`src/rtl/decode_stage.sv`:
```
`default_nettype none
// ============================================================================
// Module   : decode_stage
// Purpose  : RV32I decode stage. Reads the 32x32 register file, sign-extends
//            the immediate and registers the decoded instruction into the
//            ID/EX pipeline register. Also owns the register-file write port
//            driven from writeback.
// Ports    : clk, rst (async, active-low)
//            InstrD, PCD, PCPlus4D, control decoder outputs (D stage)
//            RegWriteW/RDW/ResultW   : writeback write port
//            StallD / FlushE         : hazard unit hold / bubble insertion
//            *E outputs              : registered ID/EX contents
// Config   : REGFILE_BYPASS_EN - when defined, a same-cycle writeback to a
//            register being read is forwarded to the read port.
// Revision : 1.0 - initial release
// ============================================================================
module decode_stage #(
  parameter int XLEN  = 32,
  parameter int NREGS = 32
) (
  input  logic            clk,
  input  logic            rst,
  input  logic [31:0]     InstrD,
  input  logic [XLEN-1:0] PCD,
  input  logic [XLEN-1:0] PCPlus4D,
  input  logic            RegWriteD,
  input  logic            ALUSrcD,
  input  logic            MemWriteD,
  input  logic            ResultSrcD,
  input  logic            BranchD,
  input  logic [1:0]      ImmSrcD,
  input  logic [2:0]      ALUControlD,
  input  logic            RegWriteW,
  input  logic [4:0]      RDW,
  input  logic [XLEN-1:0] ResultW,
  input  logic            StallD,
  input  logic            FlushE,
  output logic            RegWriteE,
  output logic            ALUSrcE,
  output logic            MemWriteE,
  output logic            ResultSrcE,
  output logic            BranchE,
  output logic [2:0]      ALUControlE,
  output logic [XLEN-1:0] RD1E,
  output logic [XLEN-1:0] RD2E,
  output logic [XLEN-1:0] ImmExtE,
  output logic [4:0]      RS1E,
  output logic [4:0]      RS2E,
  output logic [4:0]      RDE,
  output logic [XLEN-1:0] PCE,
  output logic [XLEN-1:0] PCPlus4E
);

  logic [XLEN-1:0] rf [NREGS];
  logic [4:0]      rs1;
  logic [4:0]      rs2;
  logic [4:0]      rd;
  logic [XLEN-1:0] rd1;
  logic [XLEN-1:0] rd2;
  logic [XLEN-1:0] imm_ext;
  logic            wr_en;

  assign rs1   = InstrD[19:15];
  assign rs2   = InstrD[24:20];
  assign rd    = InstrD[11:7];
  // x0 is never written, so its storage stays at its reset value of zero.
  assign wr_en = RegWriteW && (RDW != 5'd0);

  // Opcode and funct3 are consumed by the control decoder, not here.
  logic unused_instr_bits;
  assign unused_instr_bits = ^{InstrD[6:0], InstrD[14:12]};

  // --------------------------------------------------------------------------
  // Register file: one write port, cleared asynchronously by reset. A write
  // on the same edge that reset is low is discarded.
  // --------------------------------------------------------------------------
  always_ff @(posedge clk or negedge rst) begin
    if (!rst) begin
      for (int i = 0; i < NREGS; i++) begin
        rf[i] <= '0;
      end
    end else if (wr_en) begin
      rf[RDW] <= ResultW;
    end
  end

  // --------------------------------------------------------------------------
  // Combinational reads. x0 is forced to zero on the read side as well so the
  // behaviour never depends on the x0 storage location.
  // --------------------------------------------------------------------------
  always_comb begin
    rd1 = '0;
    rd2 = '0;
`ifdef REGFILE_BYPASS_EN
    if (rs1 != 5'd0) begin
      rd1 = (wr_en && (RDW == rs1)) ? ResultW : rf[rs1];
    end
    if (rs2 != 5'd0) begin
      rd2 = (wr_en && (RDW == rs2)) ? ResultW : rf[rs2];
    end
`else
    // Without the bypass the pre-write value is returned; the hazard unit
    // covers the writeback-to-decode dependency by stalling.
    if (rs1 != 5'd0) begin
      rd1 = rf[rs1];
    end
    if (rs2 != 5'd0) begin
      rd2 = rf[rs2];
    end
`endif
  end

  // --------------------------------------------------------------------------
  // Immediate extension. The reserved encoding 2'b11 decodes as I-type.
  // --------------------------------------------------------------------------
  always_comb begin
    imm_ext = '0;
    unique case (ImmSrcD)
      2'b01:   imm_ext = {{20{InstrD[31]}}, InstrD[31:25], InstrD[11:7]};
      2'b10:   imm_ext = {{19{InstrD[31]}}, InstrD[31], InstrD[7],
                          InstrD[30:25], InstrD[11:8], 1'b0};
      default: imm_ext = {{20{InstrD[31]}}, InstrD[31:20]};
    endcase
  end

  // --------------------------------------------------------------------------
  // ID/EX pipeline register. Flush has priority over stall so that a
  // simultaneous request always produces a bubble.
  // --------------------------------------------------------------------------
  always_ff @(posedge clk or negedge rst) begin
    if (!rst) begin
      RegWriteE   <= 1'b0;
      ALUSrcE     <= 1'b0;
      MemWriteE   <= 1'b0;
      ResultSrcE  <= 1'b0;
      BranchE     <= 1'b0;
      ALUControlE <= '0;
      RD1E        <= '0;
      RD2E        <= '0;
      ImmExtE     <= '0;
      RS1E        <= '0;
      RS2E        <= '0;
      RDE         <= '0;
      PCE         <= '0;
      PCPlus4E    <= '0;
    end else if (FlushE) begin
      RegWriteE   <= 1'b0;
      ALUSrcE     <= 1'b0;
      MemWriteE   <= 1'b0;
      ResultSrcE  <= 1'b0;
      BranchE     <= 1'b0;
      ALUControlE <= '0;
      RD1E        <= '0;
      RD2E        <= '0;
      ImmExtE     <= '0;
      RS1E        <= '0;
      RS2E        <= '0;
      RDE         <= '0;
      PCE         <= '0;
      PCPlus4E    <= '0;
    end else if (!StallD) begin
      RegWriteE   <= RegWriteD;
      ALUSrcE     <= ALUSrcD;
      MemWriteE   <= MemWriteD;
      ResultSrcE  <= ResultSrcD;
      BranchE     <= BranchD;
      ALUControlE <= ALUControlD;
      RD1E        <= rd1;
      RD2E        <= rd2;
      ImmExtE     <= imm_ext;
      RS1E        <= rs1;
      RS2E        <= rs2;
      RDE         <= rd;
      PCE         <= PCD;
      PCPlus4E    <= PCPlus4D;
    end
  end

endmodule
`default_nettype wire

```
`config.mk`:
```
export PLATFORM = sky130hd
export DESIGN_NAME = decode_stage
export DESIGN_NICKNAME = d
export VERILOG_FILES = /design/src/rtl/decode_stage.sv
export SDC_FILE = /design/constraint.sdc
export NUM_CORES = 2
export LEC_CHECK = 0
export ABC_CLOCK_PERIOD_IN_PS = 1600
export BUFFER_PORTS_ARGS = -buffer_cell sky130_fd_sc_hd__buf_2
export CORE_MARGIN = 4
export CORE_UTILIZATION = 56
export DETAILED_ROUTE_END_ITERATION = 8
export HOLD_SLACK_MARGIN = 0.1
export PLACE_DENSITY = 0.77
export SLEW_MARGIN = 10
export SYNTH_ARGS = -nofsm -noshare
export SYNTH_HDL_FRONTEND = slang
export SYNTH_SLANG_ARGS = --single-unit
```
`constraint.sdc`:
```
create_clock -name clk -period 1.6 [get_ports clk]
set_input_delay 0.32 -clock clk [delete_from_list [all_inputs] [get_ports clk]]
set_output_delay 0.32 -clock clk [all_outputs]
set_load 0.1 [all_outputs]
```
# Word level (Yosys, flattened, before mapping)
# Index checks and enable logic that the tools add are counted.
dict set report totals {
  regBits 1207
  wordCells 101
}
dict set report op_classes {
  order_cmp 4
  n_eq_ne 3
  n_mux 40
  n_bitwise 3
  reduce_logical 5
}
# operator count
set ops {}
lappend ops {{$bwmux 1024} 1}
lappend ops {{$mux 32} 17}
lappend ops {{$bmux 32 s5} 2}
lappend ops {{$demux 32 s5} 1}
lappend ops {{$mux 5} 6}
lappend ops {{$pmux 12 s2} 1}
lappend ops {{$ge 6x6->1 const B} 3}
lappend ops {{$not 5->6} 3}
lappend ops {{$reduce_bool 5->1} 3}
lappend ops {{$mux 1} 10}
lappend ops {{$lt 6x1->1 const B} 1}
lappend ops {{$mux 3} 2}
lappend ops {{$eq 2x1->1 const B} 1}
lappend ops {{$eq 2x2->1 const B} 1}
lappend ops {{$logic_and 1x1->1} 2}
lappend ops {{$ne 2x1->1 const B} 1}

# Depth between registers and ports, before layout
dict set report logic_depth {
  depth_word 7
  mapped_depth 11
}

# Worst setup path after synthesis
# OpenSTA, ideal clock, no wires.
dict set report synth_timing {
  kind {input -> register}
  from {in InstrD[15]}
  to {reg RD1E[19]}
  setup_time_ns 0.137
  arrival_ns 1.972
  setup_slack_ns -0.509
  cell_stages 6
  path_buffers 2
  cell_sequence {buf_4 -> buf_2 -> mux4_2 -> mux4_2 -> a211oi_1 -> a2111oi_0}
}
dict set report synth_via {
  elab_chain_cells 7
  word_cells_on_any_way 8
  cone_classes {mux: 6; bitwise: 1; reduce/logical: 1}
}
# item line_no
set synth_rtl {}
lappend synth_rtl {{from (decl)} 23} ;# input logic [31:0] InstrD,
lappend synth_rtl {{$not 5->6 (implied by the code)} 105} ;# rd1 = rf[rs1];
lappend synth_rtl {{$bmux 32 s5} 105}
lappend synth_rtl {{$mux 32 (implied by the code) (2 in a row)} 105}
lappend synth_rtl {{$mux 32 *} 104} ;# if (rs1 != 5'd0) begin
lappend synth_rtl {{$mux 32 *} 161} ;# end else if (!StallD) begin
lappend synth_rtl {{$mux 32 *} 146} ;# end else if (FlushE) begin
lappend synth_rtl {{to (signal assigned)} 168} ;# RD1E <= rd1;
lappend synth_rtl {{to (decl)} 44} ;# output logic [XLEN-1:0] RD1E,
# Mark *: on every way between the ends. The rest lies on a longest branch, timed or not. The select of a mux whose other input is x is not followed.
# A chain may end at the register's enable or synchronous reset.

==> metrics.txt <==
status finished, violations left; failing checks setup timing; Pwr Density 1170 nW/um^2; Worst Tran Pin Value 0.897 ns; initial antenna violation count 13; Fin. Hold Viols 0; DP HPWL 139 mm; via count 48.2k; register area 29800 um^2; most common library cells after synthesis dfrtp_1, mux2_2, mux2i_1, mux4_2, clkbuf_1; CP Capture Type output pin; Max Fclk 514 MHz; Post-Route Utilization 74.6%; CP max-delay cell dfrtp_2; num rows 121; Synth Flop Type dfrtp_1; Final Slew Violations 0; Tot Pwr 95.5 mW; Worst-Skew Late Latency 0.75 ns; Crit Path Category reg -> out; 1st-iter DRT viols 5717; maximum VDD drop 0.00100 V; min Tclk post-route 1.94 ns; Yosys warnings 0; worst hold path class in -> reg; fillcell total 6198; Max Cap Viol 0; CTS buffer count 130; number of synthesized flops with an enable pin 0; ANT nets after route 0; die area 115000 um^2; DP Worst Slack -0.763 ns; Worst EP required 1.28 ns; Pleak 37.7 nW; Post-Syn Instances 4488; Final Wtd Congestion 0.913; largest net degree at the start of global routing 66; area of the core 109000 um^2; grt ovf 0; Clock Sinks 1188; mean post-synth cell area 13.7 um^2; Clock Skew 0.0314 ns; Fin Hold WS 0.161 ns; share of layout cells above drive strength 1 53.8%; clock buffer depth 3; final setup violation count 224; first-pass GRT wire length 326 mm; P&R area growth vs syn 32.0%; io pins 331; CP cell instances buf_6 > buf_12; WP data arrival 1.62 ns; top-count cell post-synth dfrtp_1; clk root buf clkbuf_16; FFs w/ async S/R, synth 100%; worst setup margin -0.345 ns; CP max stage delay 0.46 ns; Final period util 122%; crit path max fanout 6; Seq cells post-synth 1188; Die Ht 340 um; Synth area leaders dfrtp_1, mux2_2, mux4_2, mux2i_1, a22oi_1; top cell type by total area after synthesis dfrtp_1; GRT Overall Usage 37.7%; Startpoint Class flop; Initial Utilization 56.5%; area share of the largest cell type after synthesis 48.2%; H-tree depth 4; Initial DRT Pass Iterations 6; area of the multi-input gates 30200 um^2; Synth cell types 43; DR DRC count 0; drt wl/cell 31.8 um; Die W 340 um; sequential fraction of the synthesis area 48.2%; TritonCTS clock tree yes; vias in the first global route 49.9k; unrepaired setup endpoints after global routing yes; IO Port Bufs 320; final-stage net count 5670; final wirelength 226 mm; Slew HR 40.1%; Clock transition at path regs 0.06 ns; post-synthesis cell area 61700 um^2; syn nets 4638; via density per instance 6.79
-- sequential cells by signal, indices dropped and copies added, names as in the netlist --
register	flops
rf	1024
PCE	32
PCPlus4E	32
RD1E	32
RD2E	32
ImmExtE	13
RDE	5
RS1E	5
RS2E	5
ALUControlE	3
ALUSrcE	1
BranchE	1
MemWriteE	1
RegWriteE	1
ResultSrcE	1
-- logic make-up after synthesis --
group | synth area share, %
buf+inv | 3.67
compound gates | 4.68
mux | 40.1
flops | 48.2
simple gates | 3.35
fa+ha+maj | 0.0406
-- placed cells by master, fill, tap and decap left out, drive strengths merged, types with 8 or more instances in the layout --
| master | synthesis | layout |
|---|---|---|
| nor2b | 36 | 36 |
| o211ai | 25 | 25 |
| a21oi | 56 | 56 |
| a211oi | 16 | 16 |
| a2111oi | 31 | 31 |
| nand4 | 32 | 32 |
| clkbuf | 275 | 181 |
| clkinv | 0 | 25 |
| o21ai | 11 | 11 |
| nor2 | 136 | 136 |
| nand3 | 31 | 31 |
| a22oi | 143 | 143 |
| mux2i | 590 | 590 |
| a22o | 47 | 47 |
| mux4 | 323 | 323 |
| buf | 220 | 1307 |
| diode | 0 | 8 |
| mux2 | 1023 | 1023 |
| bufinv | 0 | 13 |
| dlygate4sd3 | 0 | 87 |
| dfrtp | 1188 | 1188 |
| a31oi | 17 | 17 |
| a221oi | 39 | 39 |
| nand2 | 216 | 216 |
-- layout make-up --
cell class	instances	area share (%)
repair buffers	1395	18.5
clock inverters	46	0.741
clock buffers	180	4.69
multi-input cells	2801	37.2
flip-flops and latches	1188	36.6
diodes	8	0.0246
well taps	1476	2.27
inverters	4	0.0184
-- per-stage QoR --
step           instance area, um^2  setup TNS [ns]  std cells
2_1_floorplan                62400          -17.77       4488
4_1_cts                      80500          -24.67       7024
6_report                     81400          -24.08       7098
5_1_grt                      81400          -29.61       7097
3_5_place_dp                 72300         -365.84       6614
3_3_place_gp                 72300         -322.65       6614
-- worst max-delay path: cells and delay by family (launching register included) --
family	cells	cell delay, ns
buf+inv	2	0.40
flops	1	0.46
-- metal layers --
layer	global-route usage (%)	share of wire, %
met3	9.78	11
met1	49.5	37
met2	57.5	45
met4	21.5	6.8
met5	0	0.012
-- worst paths after layout --
kind / start / endpoint / slack, ns / cells after the start
min reg2reg: rf[1011]$_DFFE_PN0P_ / rf[1011]$_DFFE_PN0P_ / 0.40 / 0
min in group asynchronous: rst / ImmExtE[30]$_DFFE_PN0P_ / 0.26 / 3
max reg2reg: rf[567]$_DFFE_PN0P_ / RD1E[23]$_DFFE_PN0P_ / -0.23 / 4
min: InstrD[18] / RD1E[2]$_DFFE_PN0P_ / 0.16 / 4
max in group asynchronous: rst / RD1E[14]$_DFFE_PN0P_ / 0.72 / 3
max: ImmExtE[30]$_DFFE_PN0P_ / ImmExtE[16] / -0.34 / 2
-- timing repair --
item / 4_1_cts / 5_1_grt
hold buffers: 88 / 0
setup buffers: 103 / 70
setup endpoints to repair: 222 / 244
cloned: 0 / 1
pin swaps: 49 / 31
resized for setup: 614 / 100
endpoints found under the hold margin: 1278 / 0
-- where the power goes --
part           internal [mW]  total, mW  switching [mW]
Clock                   18.8       31.5            12.8
Combinational           13.5       24.5            11.0
Sequential              35.2       39.5            4.29
(Power assumes the default switching activity.)
